--- src/rtl/sample_responder.sv ---
// EBI-mapped sample responder: decimates converter strobes, captures samples with
// a sequence number and hands them to a polling collector over an OR-able bus.
module sample_responder #(
  parameter logic [7:0] POSITION = 8'd1
) (
  input  logic        clk,
  input  logic        rst,
  input  logic [15:0] addr,
  input  logic [31:0] ebi_data_in,
  input  logic        cs,
  input  logic        re,
  input  logic        wr,
  output logic [15:0] ebi_data_out,
  input  logic [12:0] raw_data,
  input  logic        raw_valid,
  input  logic [7:0]  channel_select,
  input  logic        output_sample,
  output logic [31:0] sample_data,
  output logic        sample_pending
);

  typedef enum logic [1:0] {STOPPED, WAIT_RAW, PENDING} state_t;

  localparam logic [7:0] A_CMD     = 8'h01;
  localparam logic [7:0] A_DECIM   = 8'h02;
  localparam logic [7:0] A_SEQ     = 8'h03;
  localparam logic [7:0] A_OVERRUN = 8'h04;
  localparam logic [7:0] A_STATUS  = 8'h05;
  localparam logic [7:0] A_DEBUG   = 8'h0A;

  state_t      state_q, state_d;
  logic        start_q, start_d, stop_q, stop_d, clear_q, clear_d;
  logic [15:0] decim_q, decim_d, cnt_q, cnt_d;
  logic [15:0] seq_q, seq_d, ovr_q, ovr_d;
  logic [12:0] data_q, data_d;
  logic [31:0] shadow_q, shadow_d;
  logic        sel_os_q, sel_os_d;
  logic [15:0] ebi_q, ebi_d;

  logic selected, reg_access, wr_en, rd_en, running, accept, fetch, sel_os;

  assign selected   = (channel_select == POSITION);
  assign reg_access = cs & (addr[15:8] == POSITION);
  assign wr_en      = reg_access & wr;
  assign rd_en      = reg_access & re;
  assign running    = (state_q != STOPPED);
  assign accept     = raw_valid & running & (cnt_q == decim_q);
  assign sel_os     = output_sample & selected;
  assign fetch      = sel_os & ~sel_os_q;

  always_comb begin
    state_d  = state_q;
    decim_d  = decim_q;
    cnt_d    = cnt_q;
    seq_d    = seq_q;
    ovr_d    = ovr_q;
    data_d   = data_q;
    shadow_d = shadow_q;
    sel_os_d = sel_os;
    ebi_d    = 16'h0;

    // Commands are latched on the write and executed on the following edge.
    start_d = wr_en & (addr[7:0] == A_CMD) & (ebi_data_in == 32'd1);
    stop_d  = wr_en & (addr[7:0] == A_CMD) & (ebi_data_in == 32'd2);
    clear_d = wr_en & (addr[7:0] == A_CMD) & (ebi_data_in == 32'd5);
    if (wr_en && addr[7:0] == A_DECIM) decim_d = ebi_data_in[15:0];

    if (raw_valid && running) cnt_d = accept ? 16'h0 : cnt_q + 16'h1;
    if (fetch) shadow_d = {seq_q, 3'b000, data_q};

    case (state_q)
      STOPPED: if (start_q) state_d = WAIT_RAW;
      WAIT_RAW: begin
        if (stop_q) state_d = STOPPED;
        else if (accept) begin
          data_d  = raw_data;
          seq_d   = seq_q + 16'h1;
          state_d = PENDING;
        end
      end
      PENDING: begin
        if (stop_q) state_d = STOPPED;
        else if (accept) begin
          data_d = raw_data;
          seq_d  = seq_q + 16'h1;
          if (!fetch && ovr_q != 16'hFFFF) ovr_d = ovr_q + 16'h1;
        end else if (fetch) state_d = WAIT_RAW;
      end
      default: state_d = STOPPED;
    endcase

    if (state_d == STOPPED && state_q != STOPPED) cnt_d = 16'h0;

    if (clear_q) begin
      state_d  = STOPPED;
      decim_d  = 16'h0;
      cnt_d    = 16'h0;
      seq_d    = 16'h0;
      ovr_d    = 16'h0;
      data_d   = 13'h0;
      shadow_d = 32'h0;
    end

    if (rd_en) begin
      case (addr[7:0])
        A_SEQ:     ebi_d = seq_q;
        A_OVERRUN: ebi_d = ovr_q;
        A_STATUS:  ebi_d = {14'b0, (state_q == PENDING), running};
        A_DEBUG:   ebi_d = 16'hBEEF;
        default:   ebi_d = 16'h0;
      endcase
    end
  end

  always_ff @(posedge clk or posedge rst) begin
    if (rst) begin
      state_q  <= STOPPED;
      start_q  <= 1'b0;
      stop_q   <= 1'b0;
      clear_q  <= 1'b0;
      decim_q  <= 16'h0;
      cnt_q    <= 16'h0;
      seq_q    <= 16'h0;
      ovr_q    <= 16'h0;
      data_q   <= 13'h0;
      shadow_q <= 32'h0;
      sel_os_q <= 1'b0;
      ebi_q    <= 16'h0;
    end else begin
      state_q  <= state_d;
      start_q  <= start_d;
      stop_q   <= stop_d;
      clear_q  <= clear_d;
      decim_q  <= decim_d;
      cnt_q    <= cnt_d;
      seq_q    <= seq_d;
      ovr_q    <= ovr_d;
      data_q   <= data_d;
      shadow_q <= shadow_d;
      sel_os_q <= sel_os_d;
      ebi_q    <= ebi_d;
    end
  end

  assign ebi_data_out   = ebi_q;
  assign sample_data    = selected ? shadow_q : 32'h0;
  assign sample_pending = (state_q == PENDING);

endmodule

--- config.mk ---
export PLATFORM = sky130hd
export DESIGN_NAME = sample_responder
export DESIGN_NICKNAME = d
export VERILOG_FILES = /design/src/rtl/sample_responder.sv
export SDC_FILE = /design/constraint.sdc
export NUM_CORES = 1
export LEC_CHECK = 0
export CORE_UTILIZATION = 57
export DETAILED_ROUTE_END_ITERATION = 8
export PLACE_DENSITY = 0.86
export SLEW_MARGIN = 20
export SYNTH_ARGS = -nofsm -noshare
export SYNTH_HDL_FRONTEND = slang
export SYNTH_SLANG_ARGS = --single-unit
--- constraint.sdc ---
create_clock -name clk -period 6 [get_ports clk]
set_input_delay 0.9 -clock clk [delete_from_list [all_inputs] [get_ports clk]]
set_output_delay 0.9 -clock clk [all_outputs]
set_load 0.1 [all_outputs]
## Word-level counts from Yosys, hierarchy flattened

Cells that the tools add are included.

| cells by class | value |
|---|---|
| $add $sub $neg | 3 |
| equality and inequality tests | 16 |
| mux-type cells | 32 |
| bitwise logic cells | 12 |
| reduce and logical (&&, ||, !) cells | 18 |

Operator list:

| operator | number |
|---|---|
| 2-to-1 mux 16 bit | 16 |
| 2-to-1 mux 32 bit | 3 |
| one-hot mux 16 bit (4 select lines) | 1 |
| 2-to-1 mux 13 bit | 4 |
| adder 16 x 1 -> 16 bit, second input constant | 3 |
| == test 32 x 1 -> 1 bit, second input constant | 1 |
| == test 32 x 2 -> 1 bit, second input constant | 1 |
| == test 32 x 3 -> 1 bit, second input constant | 1 |
| == test 8 x 1 -> 1 bit, second input constant | 3 |
| == test 16 bit | 1 |
| == test 8 x 2 -> 1 bit, second input constant | 2 |
| == test 8 x 3 -> 1 bit, second input constant | 2 |
| != test 16 bit, second input constant | 1 |
| 2-to-1 mux 2 bit | 7 |
| nonzero test 2 bit | 7 |
| AND 1 bit | 11 |
| == test 8 x 4 -> 1 bit, second input constant | 1 |
| one-hot mux 2 bit (3 select lines) | 1 |
| logical AND 1 bit | 4 |
| logical NOT 2 bit | 2 |
| AND reduction 4 bit | 1 |
| AND reduction 3 bit | 1 |
| nonzero test 3 bit | 1 |
| == test 2 x 1 -> 1 bit, second input constant | 1 |
| other kinds (5) | 5 |

| word-level totals | value |
|---|---|
| bits in registers | 131 |
| input bits | 76 |
| output and inout port bits | 49 |
| logic and storage cells | 93 |

## Logic depth before layout (Yosys ltp)

| depth | value |
|---|---|
| depth in word-level cells | 11 |
| depth in mapped cells | 11 |
| mapped depth without buffers | 8 |

## Worst setup path before layout

OpenSTA, ideal clock, no wires.

| timing | value |
|---|---|
| kind | input -> output |
| from | input channel_select[1] |
| to | output sample_data[0] |
| arrival time | 2.352 ns |
| required time | 5.100 ns |
| setup slack | 2.748 ns |
| stages on the path | 3 |
| buffers on the path | 1 |
| cells stage by stage | nor4b_2 clkbuf_1 and3_1 |

| between the ends | value |
|---|---|
| word-level cells in the longest chain between the ends | 2 |

Ends and longest elaborated chain:

| item | line | text |
|---|---|---|
| start, declared | 16 | `input logic [7:0] channel_select,` |
| == test 8 x 1 -> 1 bit | 42 | `assign selected = (channel_select == POSITION);` |
| 2-to-1 mux 32 bit | 146 | `assign sample_data = selected ? shadow_q : 32'h0;` |
| end, declared | 18 | `output logic [31:0] sample_data,` |

No other way between the ends.

## Final worst setup path

| timing | value |
|---|---|
| from | input channel_select[1] |
| to | output sample_data[12] |

Same word-level chain as after synthesis.

==> impl_metrics.tcl <==
set metrics [dict create \
    n_antenna_cell 0 \
    drt-initial-drc-count 424 \
    drt-met1-wl_um 6620 \
    io_buffers 121 \
    yosys_warnings 0 \
    placed_cells 942 \
    synth_mux_area_frac 0.0343 \
    cts_setup_buffers 0 \
    antenna_found_initial 0 \
    drv_cap 0 \
    htree_levels 4 \
    num_vias 5923 \
    grt_usage 0.296 \
    required_ns 5.10 \
    start_util 0.585 \
    r2r_start "state_q[0]" \
    hp-class "flip-flop to flip-flop" \
    syn_inst 716 \
    ys_seq_area_frac 0.480 \
    pwr-share-clk 0.497 \
    cts-root-buf "clkbuf_16" \
    drc 0 \
    power_switching_w 0.000401 \
    nNetsFinal 903 \
    timing.hold.ws_ns 0.519 \
    irDropWorstVdd_mv 0.136 \
    wl_met2_um 8860 \
    grt_pass1_vias 5704 \
    gp_congestion 0.905 \
    hold_viol 0 \
    postRouteAntennaNets 0 \
    rsz0062_at_grt "no" \
    synthToLayoutAreaGrowth_pct 27.5 \
    cellInternalPower_w 0.00150 \
    drive_above_1_share 0.0819 \
    critPathLaunch "channel_select[1]" \
    slew_headroom 0.280 \
    yosys.area_share.adder 0.0131 \
    avgSynthCellArea_sq_um 9.32 \
    final.fill_count 797 \
    power_density_nw_per_um2 224 \
    dr.pass1.iters 5 \
    p_sw_frac 0.210 \
    totalWireLength_um 17000 \
    cts_tree "built" \
    synth_compound_area_frac 0.129 \
    routed-wl-met3_um 1140 \
    cts_sinks 128 \
    yosysUniqueCellTypes 59 \
    crit_type "primary input to output pin" \
    pwr-share-seq 0.454 \
    endpoint_kind "output pin" \
    synth_xor_area_frac 0.0433 \
    via_per_inst 6.09 \
    rr_endpoint "seq_q[5]" \
    cp_max_fo 22 \
    die_height_um 110 \
    routed.top_layer "met4" \
    tightest_slew_ns 1.08 \
    comb_power_share 0.048 \
    synthSimpleGateAreaFrac 0.265 \
    die-area_sq_um 12100 \
    fp.dieW_um 110 \
    tns_ns 0 \
    rows 39 \
    fmax_mhz 228 \
    synth_top_family_by_area "simple AND/OR/NAND/NOR gates" \
    r2r_slack_ns 2.30 \
    synth_area_sq_um 6680 \
    clk_latency_ns 0.41 \
    synth-seq-cells 128 \
    numCtsBuffers 17 \
    grt_max_degree 67 \
    clockBufferDepth 2 \
    finalSetupViolCount 0 \
    skew_ns 0.00896 \
    io_pins 125 \
    fin_crit_sh 0.730 \
    power_leakage_nw 3.91 \
    r2r_cells 8 \
    cp-start-kind "primary input" \
    hpwl_um 11600 \
    grt_pass1_wl_um 27400 \
    cts_hold_buf 0 \
    final_cells 973 \
    fin_crit_ns 4.38 \
    wl_per_cell_um 17.5 \
    path_clk_slew_ns 0.05 \
    worstSetupEndpoint "sample_data[12]" \
    grt.overflow.total 0 \
    synthFlopType "dfrtp_1" \
    critPathArrivalTime_ns 3.48 \
    synth_edf_count 0 \
    fp.coreArea_sq_um 11400 \
    slew_viol_final 0 \
    status "complete, no violations" \
    cts_resized 0 \
    async_flop_share 1.00 \
]
[through the flow]
| step | power, W | cell area, sq um | worst slack (ns) | utilization |
|---|---|---|---|---|
| 2_1_floorplan | 0.000912 | 6680 | 1.69 | - |
| 3_3_place_gp | 0.000970 | 7940 | 1.41 | 0.696 |
| 3_5_place_dp | 0.000972 | 7940 | 1.23 | 0.696 |
| 4_1_cts | 0.00191 | 8480 | 1.20 | 0.743 |
| 5_1_grt | 0.00195 | 8510 | 1.55 | 0.745 |
| 6_report | 0.00191 | 8510 | 1.62 | 0.745 |
[power by group through the flow]
stage / Combinational [W] / Sequential [W] / Clock [W]
finish: 0.0000916 / 0.000866 / 0.000948
global route: 0.0000995 / 0.000865 / 0.000985
CTS: 0.0000920 / 0.000866 / 0.000949
detailed placement: 0.0000915 / 0.000881 / 0
global placement: 0.0000892 / 0.000881 / 0
floorplan: 0.0000314 / 0.000881 / 0
[how the worst min path moves through the flow]
| stage | from | end | depth (start not counted) |
|---|---|---|---|
| floorplan | data_q[0] | data_q[0] | 2 |
| global route | data_q[8] | shadow_q[8] | 2 |
| global placement | data_q[11] | data_q[11] | 2 |
| detailed placement | data_q[12] | data_q[12] | 2 |
| CTS | shadow_q[22] | shadow_q[22] | 2 |
| finish | shadow_q[20] | shadow_q[20] | 2 |
[logic make-up (layout without fill, tap and decap cells)]
logic type,count (synthesis),after routing
flip-flops,128,128
AND/OR/NAND/NOR,329,329
other,1,3
AO/OA/AOI/OAI,140,140
buffers and inverters,56,168
XOR/XNOR,33,33
adder cells (fa/ha/maj),7,7
multiplexers,22,22
[synth_stat cells, types with 2 or more instances]
master / number / area share
nor4_1: 17 / 0.016
clkbuf_1: 35 / 0.020
a21oi_1: 75 / 0.056
a21boi_0: 2 / 0.0022
nand3_1: 16 / 0.012
nor4_4: 2 / 0.0064
nand2_1: 121 / 0.068
a22oi_1: 16 / 0.018
nand3b_1: 2 / 0.0022
or4_1: 10 / 0.011
o311ai_0: 6 / 0.0079
nor3b_1: 3 / 0.0034
nor3_1: 8 / 0.0060
nor4_2: 3 / 0.0056
nand3_2: 2 / 0.0030
o21ai_0: 14 / 0.010
or3_1: 7 / 0.0066
nor2_1: 41 / 0.023
o211ai_1: 2 / 0.0022
mux2i_1: 15 / 0.022
and2_1: 5 / 0.0047
dfrtp_1: 128 / 0.48
nor3_2: 6 / 0.0090
inv_1: 10 / 0.0056
o2111ai_1: 2 / 0.0026
nand4_1: 10 / 0.0094
nand2b_1: 5 / 0.0047
o31ai_1: 6 / 0.0067
and4_1: 7 / 0.0092
nor2b_1: 11 / 0.010
xnor2_1: 3 / 0.0039
buf_4: 5 / 0.0056
o41ai_1: 6 / 0.0079
xor2_1: 30 / 0.039
or2_2: 7 / 0.0066
buf_2: 5 / 0.0037
a21o_1: 3 / 0.0034
ha_1: 7 / 0.013
and3_1: 38 / 0.036
mux2_2: 6 / 0.010
[layout make-up]
class	instances	area, sq um	share of cell area
Clock buffer	22	474	0.0557
Clock inverter	7	62.6	0.00735
Sequential cell	128	3200	0.376
Inverter	10	40.0	0.00470
Tap cell	143	179	0.0210
Timing Repair Buffer	129	1280	0.150
Multi-Input combinational cell	534	3270	0.385
[per-layer routing]
metal / GRT usage / up-vias
li1: - / 2754
met2: 0.515 / 250
met5: 0 / -
met3: 0.0629 / 43
met1: 0.363 / 2876
met4: 0.108 / 0
[state kept, by name (all words and copies together), names as in the netlist]
name and flops:
ovr_q 16, data_q 13, state_q 2, start_q 1, sel_os_q 1, seq_q 16
clear_q 1, ebi_data_out 16, cnt_q 16, shadow_q 29, stop_q 1, decim_q 16
[cells in the final DEF, fill, tap and decap left out, types with 6 or more instances in the layout]
| cell type | instances |
|---|---|
| a21oi_1 | 75 |
| a22oi_1 | 16 |
| and3_1 | 38 |
| and4_1 | 7 |
| buf_4 | 6 |
| clkbuf_16 | 17 |
| clkdlybuf4s50_1 | 121 |
| dfrtp_1 | 127 |
| ha_1 | 7 |
| inv_1 | 9 |
| mux2_2 | 6 |
| mux2i_1 | 15 |
| nand2_1 | 121 |
| nand3_1 | 16 |
| nand4_1 | 10 |
| nor2_1 | 41 |
| nor2b_1 | 11 |
| nor3_1 | 8 |
| nor3_2 | 6 |
| nor4_1 | 17 |
| o21ai_0 | 14 |
| o311ai_0 | 6 |
| o31ai_1 | 6 |
| o41ai_1 | 6 |
| or2_2 | 7 |
| or3_1 | 7 |
| or4_1 | 10 |
| xor2_1 | 30 |
[worst max-delay path, stage by stage]
cell and delay [ns]:
clkdlybuf4s50_1 0.45, nor4b_4 0.53, buf_6 0.26, and3_1 0.20, clkdlybuf4s50_1 1.13
Note: power is estimated with default switching activity, not from simulation.
